$ cat config.mk
export PLATFORM = sky130hd
export DESIGN_NAME = if_unit_flat
export DESIGN_NICKNAME = d
export VERILOG_FILES = /design/src/rtl/if_unit_if.sv /design/src/rtl/if_unit.sv /design/src/flat_wrapper.sv
export SDC_FILE = /design/constraint.sdc
export NUM_CORES = 1
export LEC_CHECK = 0
export BUFFER_PORTS_ARGS = -buffer_cell sky130_fd_sc_hd__buf_2
export CORE_UTILIZATION = 45
export CTS_CLUSTER_DIAMETER = 120
export CTS_CLUSTER_SIZE = 40
export DETAILED_ROUTE_END_ITERATION = 8
export PLACE_DENSITY_LB_ADDON = 0.12
export RECOVER_POWER = 25
export SETUP_SLACK_MARGIN = 0.4
export SYNTH_ARGS = -nofsm -noshare
export SYNTH_HDL_FRONTEND = slang
export SYNTH_SLANG_ARGS = --single-unit
$ cat constraint.sdc
create_clock -name clk -period 5.2 [get_ports clk]
set_input_delay 0.78 -clock clk [delete_from_list [all_inputs] [get_ports clk]]
set_output_delay 0.78 -clock clk [all_outputs]
set_load 0.05 [all_outputs]
$ cat src/rtl/if_unit_if.sv
// if_unit_if: instruction-memory req/ack fetch bus between if_unit and imem
interface if_unit_if;
    logic        imem_req;
    logic [31:0] imem_addr;
    logic        imem_ack;
    logic [31:0] imem_rdata;
    modport master(output imem_req, imem_addr, input imem_ack, imem_rdata);
    modport slave(input imem_req, imem_addr, output imem_ack, imem_rdata);
endinterface

$ cat src/rtl/if_unit.sv
// if_unit: MIPS fetch front end owning PC/IR, fetching over req/ack and selecting next PC
module if_unit #(
    parameter logic [31:0] RESET_PC = 32'h0000_3000
) (
    input  logic        clk,
    input  logic        rst,
    if_unit_if.master   imem,
    output logic [31:0] instr,
    output logic        instr_valid,
    input  logic        instr_ready,
    input  logic [1:0]  npc_op,
    input  logic [31:0] rs_data,
    output logic [31:0] pc,
    output logic [31:0] pc_plus4,
    output logic        fetch_err,
    output logic [31:0] retired_cnt
);
    typedef enum logic [1:0] {FETCH, EXEC, HALT} state_t;
    state_t      state, state_n;
    logic [31:0] next_pc;
    logic        commit, misaligned;
    assign pc_plus4       = pc + 32'd4;
    assign imem.imem_req  = state == FETCH;
    assign imem.imem_addr = pc;
    assign instr_valid    = state == EXEC;
    assign fetch_err      = state == HALT;
    assign commit         = instr_valid && instr_ready;
    assign misaligned     = next_pc[1:0] != 2'b00;
    always_comb begin
        next_pc = npc_op == 2'b00 ? pc_plus4 :
                  npc_op == 2'b01 ? pc_plus4 + {{14{instr[15]}}, instr[15:0], 2'b00} :
                  npc_op == 2'b10 ? {pc_plus4[31:28], instr[25:0], 2'b00} : rs_data;
        state_n = state == FETCH ? (imem.imem_ack ? EXEC : FETCH) :
                  state == EXEC  ? (instr_ready ? (misaligned ? HALT : FETCH) : EXEC) : HALT;
    end
    always_ff @(posedge clk) begin
        if (rst) begin
            state       <= FETCH;
            pc          <= RESET_PC;
            instr       <= '0;
            retired_cnt <= '0;
        end else begin
            state <= state_n;
            if (state == FETCH && imem.imem_ack)
                instr <= imem.imem_rdata;
            // a misaligned target still retires the instruction but keeps pc
            if (commit) begin
                retired_cnt <= retired_cnt + 32'd1;
                if (!misaligned)
                    pc <= next_pc;
            end
        end
    end
endmodule

$ cat src/flat_wrapper.sv
// flat-port wrapper written by rule: the top's interface ports become plain ports
module if_unit_flat 
#(
    parameter logic [31:0] RESET_PC = 32'h0000_3000
)
  (clk, rst, instr, instr_valid, instr_ready, npc_op, rs_data, pc, pc_plus4, fetch_err, retired_cnt, imem_imem_req, imem_imem_addr, imem_imem_ack, imem_imem_rdata);
  if_unit_if imem_i ();
  input  logic clk;
  input  logic rst;
  output logic [31:0] instr;
  output logic instr_valid;
  input  logic instr_ready;
  input  logic [1:0] npc_op;
  input  logic [31:0] rs_data;
  output logic [31:0] pc;
  output logic [31:0] pc_plus4;
  output logic fetch_err;
  output logic [31:0] retired_cnt;
  output wire logic [$bits(imem_i.imem_req)-1:0] imem_imem_req;
  output wire logic [$bits(imem_i.imem_addr)-1:0] imem_imem_addr;
  input wire logic [$bits(imem_i.imem_ack)-1:0] imem_imem_ack;
  input wire logic [$bits(imem_i.imem_rdata)-1:0] imem_imem_rdata;
  assign imem_imem_req = imem_i.imem_req;
  assign imem_imem_addr = imem_i.imem_addr;
  assign imem_i.imem_ack = imem_imem_ack;
  assign imem_i.imem_rdata = imem_imem_rdata;
  if_unit #(.RESET_PC(RESET_PC)) u_core (.clk(clk), .rst(rst), .imem(imem_i), .instr(instr), .instr_valid(instr_valid), .instr_ready(instr_ready), .npc_op(npc_op), .rs_data(rs_data), .pc(pc), .pc_plus4(pc_plus4), .fetch_err(fetch_err), .retired_cnt(retired_cnt));
endmodule
==> metrics.txt, run 1 <==
Die Wd 128.5 um; Hold WS 459.1 ps; Flop pwr share 41.3%; critical path's slowest cell clkbuf_1; CTS Sinks 98; Pint 0.001249 W; Tot Pwr 0.001950 W; Tot GR Track Use 28.77%; Max FO, Critical Path 77; final setup fails 0; reg2reg start u_core.imem.imem_addr[2]; DRC viols 0; Post-synth ARST share 0%; Clock Tree Buf Depth 2; CP most frequent cell clkbuf_1; first-pass GRT wire length 36.94 mm; fmax 0.2474 GHz; Syn Area/Cell 7.925 um2; CTS Hold Bufs 0; FF-to-FF path depth 11; worst-path cell chain clkbuf_1 -> clkbuf_1 -> o21bai_1; status finished with violations; Synth Warn # 0; Leak 3.778 nW; via count 7343; Max Slew Vio Count 78; sw frac 35.93%; Post-Syn Nets 1016; pre-CTS setup slack 1467 ps; number of port buffers 232; maximum VDD drop 0.1981 mV; PwrDens 230.8 nW/um2; cts repair resizes 0; non-filler cells, final 1294; detail-routed via count per cell 5.675; post-synth top area cell dfxtp_1; hold violation count in the final report 0; sw power 0.0007006 W; clk_lat worst skew 360 ps; Bufs and invs on worst path 2; CTS root buf clkbuf_16; synth cell count leaders nand2_1 (139), dfxtp_1 (98), a21oi_1 (96), nor2_1 (58), xnor2_1 (43); post-DP HPWL 17.72 mm; initial core utilization 46.64%; Slew @ Worst Pin 3521 ps; Pre-antenna DRT Iters 5; die area 16500 um2; Max-Cap Viols 1; Hold Startpoint u_core.instr[29]; # placed instances 1276; wire per inst 18.28 um; startpoint types input port; total CTS buffers 9; Std-Cell Rows 45; Tmin final 4042 ps; Slew Limit Headroom -134.7%; synthesized flop and latch total 98; GPL Wtd Cong 0.9921; buffer count from post-CTS setup fixing 0; layout cell share with drive strength beyond 1 21.55%; number of synthesized flops with an enable pin 0; Area contributors post-synth dfxtp_1 (27%), nand2_1 (7.3%), a21oi_1 (6.7%); Arr. time, crit path 4330 ps; cells after synthesis 908; CP Capture Type flip-flop; Clock power frac 35.8%; CP Class in -> reg; R2R Setup Slk 1410 ps; most frequent cell after synthesis nand2_1; failing checks capacitance limit, slew limit; post-route setup TNS 0 ps; die height 128.5 um; Most used DFF post-synth dfxtp_1; nets@finish 1184; Critical Path Max Stage Delay 2520 ps; CTS H-Tree Depth 3; antenna-violating nets left 0; worst clock skew 12.53 ps; setup ws final 1158 ps; Cell variety after synth 75; number of antenna violations at the first check in global routing 3; Hold Crit Depth 2; CTS clk-pin slew, worst paths 80 ps; grt total ovfl 0; Hold Path End u_core.instr[29]; Cell Area, Synth 7196 um2; largest net degree at the start of global routing 78; Synth top area share 27.26%; Final Cycle Share 77.74%; Iteration-0 DRC Markers 519; combinational power share 22.9%; RSZ-0062 raised after global routing false; Routed WL 23.66 mm; register area share after synthesis 27.26%; CP delay by family, top buffers and inverters; CTS tree done; Worst EP required 5490 ps; io pins 233; number of global-route vias before repair 6702; Hold WC Path Type reg -> reg; Core ar. 15430 um2; RR Endpoint u_core.imem.imem_addr[31]; Area growth syn-to-layout 17.41%
## area by class of cell
class	instances	area, um2
inverter	14	52.55
sequential	98	1962
fill	1582	6979
clock inverter	7	81.33
timing repair buffer	240	1142
antenna	2	5.005
multi-input combinational	713	4716
clock buffer	9	225.2
tap	211	264.0
## power groups by stage
stage               clock (W)  combinational, W  sequential, W
finish               0.000698          0.000446       0.000806
global placement            0          0.000445       0.000822
detailed placement          0          0.000446       0.000823
floorplan                   0          0.000256       0.000894
global route         0.000731          0.000477       0.000810
CTS                  0.000703          0.000447       0.000805
## sequential cells by signal (all words and copies together), names as in the netlist
register / cells
u_core.imem.imem_addr: 32
u_core.instr: 32
u_core.retired_cnt: 32
u_core.state: 2
## metal layers
metal	up-vias	GRT usage [%]	wire length, um
li1	3571	-	-
met1	3413	38.98	10620
met2	318	45.12	10580
met3	37	7.027	1898
met4	4	8.651	538
met5	-	0	27
## logic make-up after synthesis
| group | count (synthesis) | share of synthesized area, % |
|---|---|---|
| and+or+nand+nor | 341 | 23.09 |
| AOI/OAI and AO/OA | 224 | 19.72 |
| DFF | 98 | 27.26 |
| buffers and inverters | 97 | 7.234 |
| xor gates and xnor gates | 75 | 9.129 |
| adders and majority gates | 38 | 6.712 |
| muxes | 35 | 6.851 |
## worst reg2reg max path, delay by kind of cell, from the launching register on
kind | cells | cell delay [ps]
flip-flops | 1 | 530
XOR/XNOR | 1 | 180
AND/OR/NAND/NOR | 5 | 1160
AO/OA/AOI/OAI | 3 | 1040
adder cells (fa/ha/maj) | 2 | 800
## layout by cell type (no fill, tap or decap), drive strengths merged, types with 5 or more instances in the layout
cell type	count
a22o	5
a21oi	96
o31a	5
nand2b	5
and3	21
mux2i	20
and2	11
nand2	139
xnor2	43
inv	16
nand3	41
clkinv	5
o22ai	5
ha	37
o31ai	5
and4	9
nor2	58
xor2	32
a211oi	8
dfxtp	98
nor2b	6
o211ai	5
buf	179
nand4	25
a31oi	7
o21a	8
o21ai	31
mux4	11
a21o	12
clkbuf	70
nor3	10
## worst max-delay path by stage
stage / cells past startpoint / slack (ps) / start / endpoint
global route: 3 / 840 / rst / u_core.retired_cnt[19]
global placement: 13 / 1530 / u_core.imem.imem_addr[2] / u_core.imem.imem_addr[17]
finish: 3 / 1160 / rst / u_core.imem.imem_addr[12]
floorplan: 14 / 680 / u_core.imem.imem_addr[2] / u_core.imem.imem_addr[17]
detailed placement: 12 / 1470 / u_core.imem.imem_addr[2] / u_core.imem.imem_addr[17]
CTS: 11 / 1450 / u_core.imem.imem_addr[2] / u_core.imem.imem_addr[31]
## through the flow
stage,instance area [um2],utilization [%]
2_1_floorplan,7196,-
3_3_place_gp,8215,53.25
3_5_place_dp,8215,53.25
4_1_cts,8522,55.24
5_1_grt,8443,54.73
6_report,8448,54.76
Power figures use the tool's default switching activity.
==> run 2, diff against run 1 <==
==> constraint.sdc (replaced) <==
create_clock -name clk -period 4 [get_ports clk]
set_input_delay 0.6 -clock clk [delete_from_list [all_inputs] [get_ports clk]]
set_output_delay 0.6 -clock clk [all_outputs]
set_load 0.05 [all_outputs]
==> metrics.txt, run 2 (same netlist as run 1, synthesis figures left out) <==
status finished clean; detail-routed via count per cell 5.632 (-0.76%); Routed WL 23.80 mm (+0.61%); Slew Limit Headroom 17.64% (+150 points); CP delay by family, top compound AO/OA/AOI/OAI gates; PwrDens 286.2 nW/um2 (+24%); Multi-input gate area 5061 um2 (+7.3%); Bufs and invs on worst path 0 (-2); Tmin final 3498 ps; reg2reg start u_core.imem.imem_addr[16]; Hold Startpoint u_core.instr[29]; initial core utilization 46.64% (unchanged); CP Class reg -> reg; Area growth syn-to-layout 24.13%; grt total ovfl 0 (unchanged); maximum VDD drop 0.2114 mV (+6.7%); Final Cycle Share 87.44%; Hold WC Path Type reg -> reg; Iteration-0 DRC Markers 447 (-14%); critical path's slowest cell dfxtp_4; number of global-route vias before repair 6898 (+2.9%); CTS clk-pin slew, worst paths 80 ps (about the same); Clock Tree Buf Depth 2 (unchanged); nets@finish 1192 (+0.68%); CP most frequent cell a21o_1; FF-to-FF path depth 12 (+1); Slew @ Worst Pin 1232 ps (-2289 ps); Tot GR Track Use 29.11% (+0.34 points); Max-Cap Viols 0 (-1); layout cell share with drive strength beyond 1 26.72% (+5.2 points); largest net degree at the start of global routing 48 (-38%); CP Capture Type flip-flop; CTS Hold Bufs 0 (unchanged); Max Slew Vio Count 0 (-100%); CTS root buf clkbuf_16; CTS Sinks 98 (unchanged); Hold Crit Depth 2 (unchanged); die area 16500 um2 (unchanged); Leak 4.007 nW (+6.0%); Tot Pwr 0.002556 W (+31%); worst clock skew 7.473 ps (-5.061 ps); worst-path cell chain and4_4 -> and4_1 -> nand4_1 -> xnor2_4 -> ha_1 -> a21o_1 -> a21o_1 -> a21oi_1 -> o21ai_0 -> a21bo_1 -> a211o_1 -> o211a_1; sequential cell area 2037 um2 (+3.8%); number of port buffers 232 (unchanged); number of antenna violations at the first check in global routing 2 (-1); startpoint types flip-flop; total CTS buffers 9 (unchanged); Worst EP required 4260 ps (-1230 ps); clk_lat worst skew 360 ps (about the same); CTS tree done; most common cell after layout, fill and taps aside buf_2; most frequent cells in the layout buf_2 (170), nand2_1 (139), a21oi_1 (95); antenna-violating nets left 0 (unchanged); fmax 0.2859 GHz; RR Endpoint u_core.imem.imem_addr[31]; Std-Cell Rows 45 (unchanged); post-route setup TNS 0 ps (unchanged); fillers 1513 (-4.4%); Pre-antenna DRT Iters 5 (unchanged); io pins 233 (unchanged); GPL Wtd Cong 0.9316 (-6.1%); CTS H-Tree Depth 3 (unchanged); RSZ-0062 raised after global routing true; hold violation count in the final report 0 (unchanged); Max FO, Critical Path 9 (-88%); final setup fails 0 (unchanged); first-pass GRT wire length 37.12 mm (+0.51%); post-DP HPWL 18.19 mm (+2.6%); via count 7338 (-0.068%); wire per inst 18.27 um (about the same); DRC viols 0 (unchanged); Critical Path Max Stage Delay 420 ps (-2100 ps); Core ar. 15430 um2 (unchanged); R2R Setup Slk 500 ps (-910 ps); die height 128.5 um (unchanged); Die Wd 128.5 um (unchanged); Arr. time, crit path 3760 ps (-570 ps); Hold Path End u_core.instr[29]
[run 2: changes by cell type in the layout (fill, tap and decap cells not counted), moves of 7 or more]
cell	before	now
xnor2_1	43	25
dfxtp_4	0	19
xnor2_2	0	7
buf_4	7	16
xnor2_4	0	11
dfxtp_1	98	76
[run 2: layout make-up]
cell class | instances | share of cell area (%)
clock inverter | 7 | 0.9105
timing repair buffer | 248 | 13.48
sequential | 98 | 22.80
inverter | 14 | 0.5883
clock buffer | 9 | 2.521
multi-input combinational | 713 | 56.66
tap | 211 | 2.956
antenna | 3 | 0.08405
[run 2: metrics by stage]
step | worst slack (ps) | cells | hold slack [ps] | cell area [um2] | utilization (%)
2_1_floorplan | 391.6 | 908 | 486.8 | 7577 | -
3_3_place_gp | 415.4 | 1283 | 441.2 | 8655 | 56.10
3_5_place_dp | 382.3 | 1283 | 447.4 | 8655 | 56.10
4_1_cts | 430.5 | 1299 | 459.5 | 8961 | 58.09
5_1_grt | 354.9 | 1301 | 470.8 | 8927 | 57.87
6_report | 502.4 | 1303 | 459.4 | 8932 | 57.90
[run 2: repair_timing]
item / CTS / global route
hold endpoints to repair: 0 / 0
resized for setup: 1 / 9
setup endpoints to repair: 1 / 13
pin swaps: 0 / 1
buffers inserted: 0 / 1
[run 2: how the worst max path moves through the flow]
stage | slack [ps] | depth (start not counted) | endpoint | startpoint
6_report | 500 | 12 | u_core.imem.imem_addr[31] | u_core.imem.imem_addr[16]
5_1_grt | 350 | 14 | u_core.imem.imem_addr[28] | u_core.imem.imem_addr[15]
4_1_cts | 430 | 13 | u_core.imem.imem_addr[28] | u_core.imem.imem_addr[16]
3_5_place_dp | 380 | 11 | u_core.imem.imem_addr[31] | u_core.imem.imem_addr[2]
2_1_floorplan | 390 | 14 | u_core.imem.imem_addr[17] | u_core.imem.imem_addr[2]
3_3_place_gp | 420 | 11 | u_core.imem.imem_addr[31] | u_core.imem.imem_addr[2]
[run 2: routing by layer]
| metal | vias to the layer above | track usage (%) | wire length [um] |
|---|---|---|---|
| met5 | - | 0 | 0 |
| met4 | 0 | 11.21 | 608 |
| met3 | 37 | 6.902 | 1763 |
| met2 | 264 | 46.04 | 10820 |
| met1 | 3442 | 38.40 | 10610 |
| li1 | 3595 | - | - |
[run 2: tightest hold or removal path, stage by stage (launching register included)]
cell     delay (ps)
dfxtp_1         320
nand2_1          50
a21oi_1          50
[run 2: power breakdown]
group	leakage, nW	switching, W	internal, W
combinational	3.05	0.000409	0.000182
sequential	0.811	0.0000502	0.000997
clock	0.150	0.000469	0.000449
total	4.01	0.000928	0.00163
==> run 3, diff against run 2 <==
--- a/config.mk
+++ b/config.mk
@@ -5,6 +5,7 @@
 export SDC_FILE = /design/constraint.sdc
 export NUM_CORES = 1
 export LEC_CHECK = 0
+export ABC_AREA = 1
 export BUFFER_PORTS_ARGS = -buffer_cell sky130_fd_sc_hd__buf_2
 export CORE_UTILIZATION = 45
 export CTS_CLUSTER_DIAMETER = 120
==> metrics.txt, run 3 <==
status finished with violations; failing checks capacitance limit, slew limit; Iteration-0 DRC Markers 663 (+48%); antenna-violating nets left 0 (unchanged); largest net degree at the start of global routing 39 (-19%); Max-Cap Viols 1 (+1); Flop pwr share 38.5% (-2.5 points); CP most frequent cell nand2_1; CTS Hold Bufs 0 (unchanged); Leak 4.837 nW (+21%); Area contributors post-synth dfxtp_1 (24%), nand2_1 (19%), nor2_1 (8.2%); Tot GR Track Use 31.19% (+2.1 points); Clock power frac 33.0% (-2.9 points); Cell Area, Synth 8104 um2 (+13%); Worst EP required 4280 ps (+20 ps); combinational power share 28.5% (+5.4 points); layout cell share with drive strength beyond 1 15.66% (-11 points); Arr. time, crit path 3640 ps (-120 ps); Critical Path Max Stage Delay 400 ps (-20 ps); wire per inst 16.20 um (-11%); io pins 233 (unchanged); sequential cell area 1964 um2 (-3.6%); worst-path cell chain ha_2 -> nand2_1 -> inv_1 -> nand3_2 -> nor2_4 -> nand2_2 -> nor2_1 -> xor2_1 -> inv_1 -> ha_1 -> nand2_1 -> nor4_1 -> nand2_1 -> nand2_1 -> nand2_1 -> nand3_1 -> nand3_1 -> a21oi_1; final setup fails 0 (unchanged); fmax 0.2972 GHz (+4.0%); Final Cycle Share 84.11% (-3.3 points); Bufs and invs on worst path 2 (+2); detail-routed via count per cell 5.173 (-8.1%); cts repair resizes 0 (-1); Pint 0.001730 W (+6.2%); PwrDens 299.1 nW/um2 (+4.5%); sw frac 39.13% (+2.8 points); Routed WL 28.91 mm (+21%); GPL Wtd Cong 0.9474 (+1.7%); grt total ovfl 0 (unchanged); first-pass GRT wire length 44.02 mm (+19%); critical path's slowest cell dfxtp_2; CP Capture Type flip-flop; Tot Pwr 0.002842 W (+11%); worst clock skew 11.75 ps (+4.274 ps); synth cell count leaders nand2_1 (406), nor2_1 (176), inv_1 (174), dfxtp_1 (98), o21ai_0 (88); number of global-route vias before repair 8322 (+21%); Multi-input gate area 5087 um2 (+0.52%); Post-synth ARST share 0% (unchanged); DRC viols 0 (unchanged); number of antenna violations at the first check in global routing 2 (unchanged); post-route setup TNS 0 ps (unchanged); Area growth syn-to-layout 17.26%; buffer count from post-CTS setup fixing 0 (unchanged); Clock Tree Buf Depth 2 (unchanged); Synth top area share 24.21% (-3.1 points); startpoint types flip-flop; sw power 0.001112 W (+20%); CTS root buf clkbuf_16; most frequent cell after synthesis nand2_1; post-synth top area cell dfxtp_1; RSZ-0062 raised after global routing true; R2R Setup Slk 640 ps (+130 ps); Slew Limit Headroom -13.76% (-31 points); clk_lat worst skew 360 ps (about the same); most frequent cells in the layout nand2_1 (408), buf_2 (175), inv_1 (174), nor2_1 (174), dfxtp_1 (96); Max FO, Critical Path 6 (-3); Die Wd 136.2 um (+6.0%); CTS tree done; Std-Cell Rows 48 (+6.7%); Max Slew Vio Count 31 (+31); CTS Sinks 98 (unchanged); number of port buffers 232 (unchanged); CTS clk-pin slew, worst paths 80 ps (about the same); Pre-antenna DRT Iters 5 (unchanged); via count 9228 (+26%); Tmin final 3364 ps (-133.4 ps); Most used DFF post-synth dfxtp_1; total CTS buffers 9 (unchanged); Synth Warn # 0 (unchanged); number of synthesized flops with an enable pin 0 (unchanged); most common cell after layout, fill and taps aside nand2_1; Syn Area/Cell 5.928 um2 (-25%); die area 18550 um2 (+12%); die height 136.2 um (+6.0%); hold violation count in the final report 0 (unchanged); Hold WC Path Type in -> reg; synthesized flop and latch total 98 (unchanged); CTS H-Tree Depth 3 (unchanged); initial core utilization 46.53% (-0.11 points); CP delay by family, top simple AND/OR/NAND/NOR gates; Cell variety after synth 45 (-40%); maximum VDD drop 0.2224 mV (+5.2%); CP Class reg -> reg; fillers 1932 (+28%); Post-Syn Nets 1475 (+45%); nets@finish 1661 (+39%); Slew @ Worst Pin 1706 ps (+474.0 ps); Core ar. 17420 um2 (+13%); register area share after synthesis 24.21% (-3.1 points); cells after synthesis 1367 (+51%); post-DP HPWL 22.92 mm (+26%)
run 3: cell types whose count changed after synthesis, sizes merged, moves of 20 or more:
cell and delta:
o21ai +57, xnor2 -34, nor3 +20, nor2 +129, nand2 +275, mux2i -20, nand3 +30, inv +165
run 3: worst reg2reg max path: cells and delay by family, from the launching register on:
kind                       cells  cell delay, ps
and+or+nand+nor               12            1670
adders and majority gates      2             610
buffers and inverters          2             220
DFF                            1             400
xor gates and xnor gates       1             190
AOI/OAI and AO/OA              1             170
run 3: area by class of cell:
| class | instances | area share [%] |
|---|---|---|
| sequential | 98 | 20.67 |
| tap | 225 | 2.962 |
| multi-input combinational | 1019 | 53.54 |
| clock buffer | 9 | 2.370 |
| antenna | 1 | 0.02633 |
| timing repair buffer | 244 | 12.38 |
| clock inverter | 7 | 0.8953 |
| inverter | 181 | 7.163 |
run 3: metal layers:
metal / track usage (%) / part of all wire [%] / wire length, um / up-vias
met5: 0 / 0.055 / 16 / -
met4: 8.765 / 2.3 / 674 / 2
met3: 5.817 / 7.4 / 2136 / 45
met2: 50.93 / 46 / 13150 / 307
met1: 41.62 / 45 / 12920 / 4191
li1: - / - / - / 4683
run 3: power groups by stage:
stage	clock network (W)	registers (W)	logic [W]
final	0.000938	0.00109	0.000811
after global routing	0.000986	0.00110	0.000879
after CTS	0.000941	0.00109	0.000812
after detailed placement	0	0.00111	0.000810
after global placement	0	0.00111	0.000807
after floorplan	0	0.00124	0.000453
run 3: kinds of logic after synthesis:
logic type	after synthesis	synth area share, %
flops	98	24.21
fa+ha+maj	38	5.960
buf+inv	250	13.40
xor+xnor	38	4.200
compound gates	204	13.77
simple gates	739	38.46
run 3: through the flow:
step / hold slack (ps) / instance area [um2] / worst slack (ps) / std cells / util, %
2_1_floorplan: 493.2 / 8134 / 484.8 / 1367 / -
3_3_place_gp: 465.3 / 9261 / 580.0 / 1767 / 53.18
3_5_place_dp: 472.7 / 9261 / 540.6 / 1767 / 53.18
4_1_cts: 486.9 / 9572 / 515.6 / 1783 / 54.96
5_1_grt: 505.8 / 9500 / 392.0 / 1783 / 54.55
6_report: 486.9 / 9503 / 635.8 / 1784 / 54.56
run 3: final timing paths:
path                                               start                        end  cells past startpoint
worst max-delay path            u_core.imem.imem_addr[3]  u_core.imem.imem_addr[28]                     18
worst min-delay path                 imem_imem_rdata[10]           u_core.instr[10]                      3
worst max register to register  u_core.imem.imem_addr[3]  u_core.imem.imem_addr[28]                     18
worst min register to register          u_core.instr[28]           u_core.instr[28]                      2
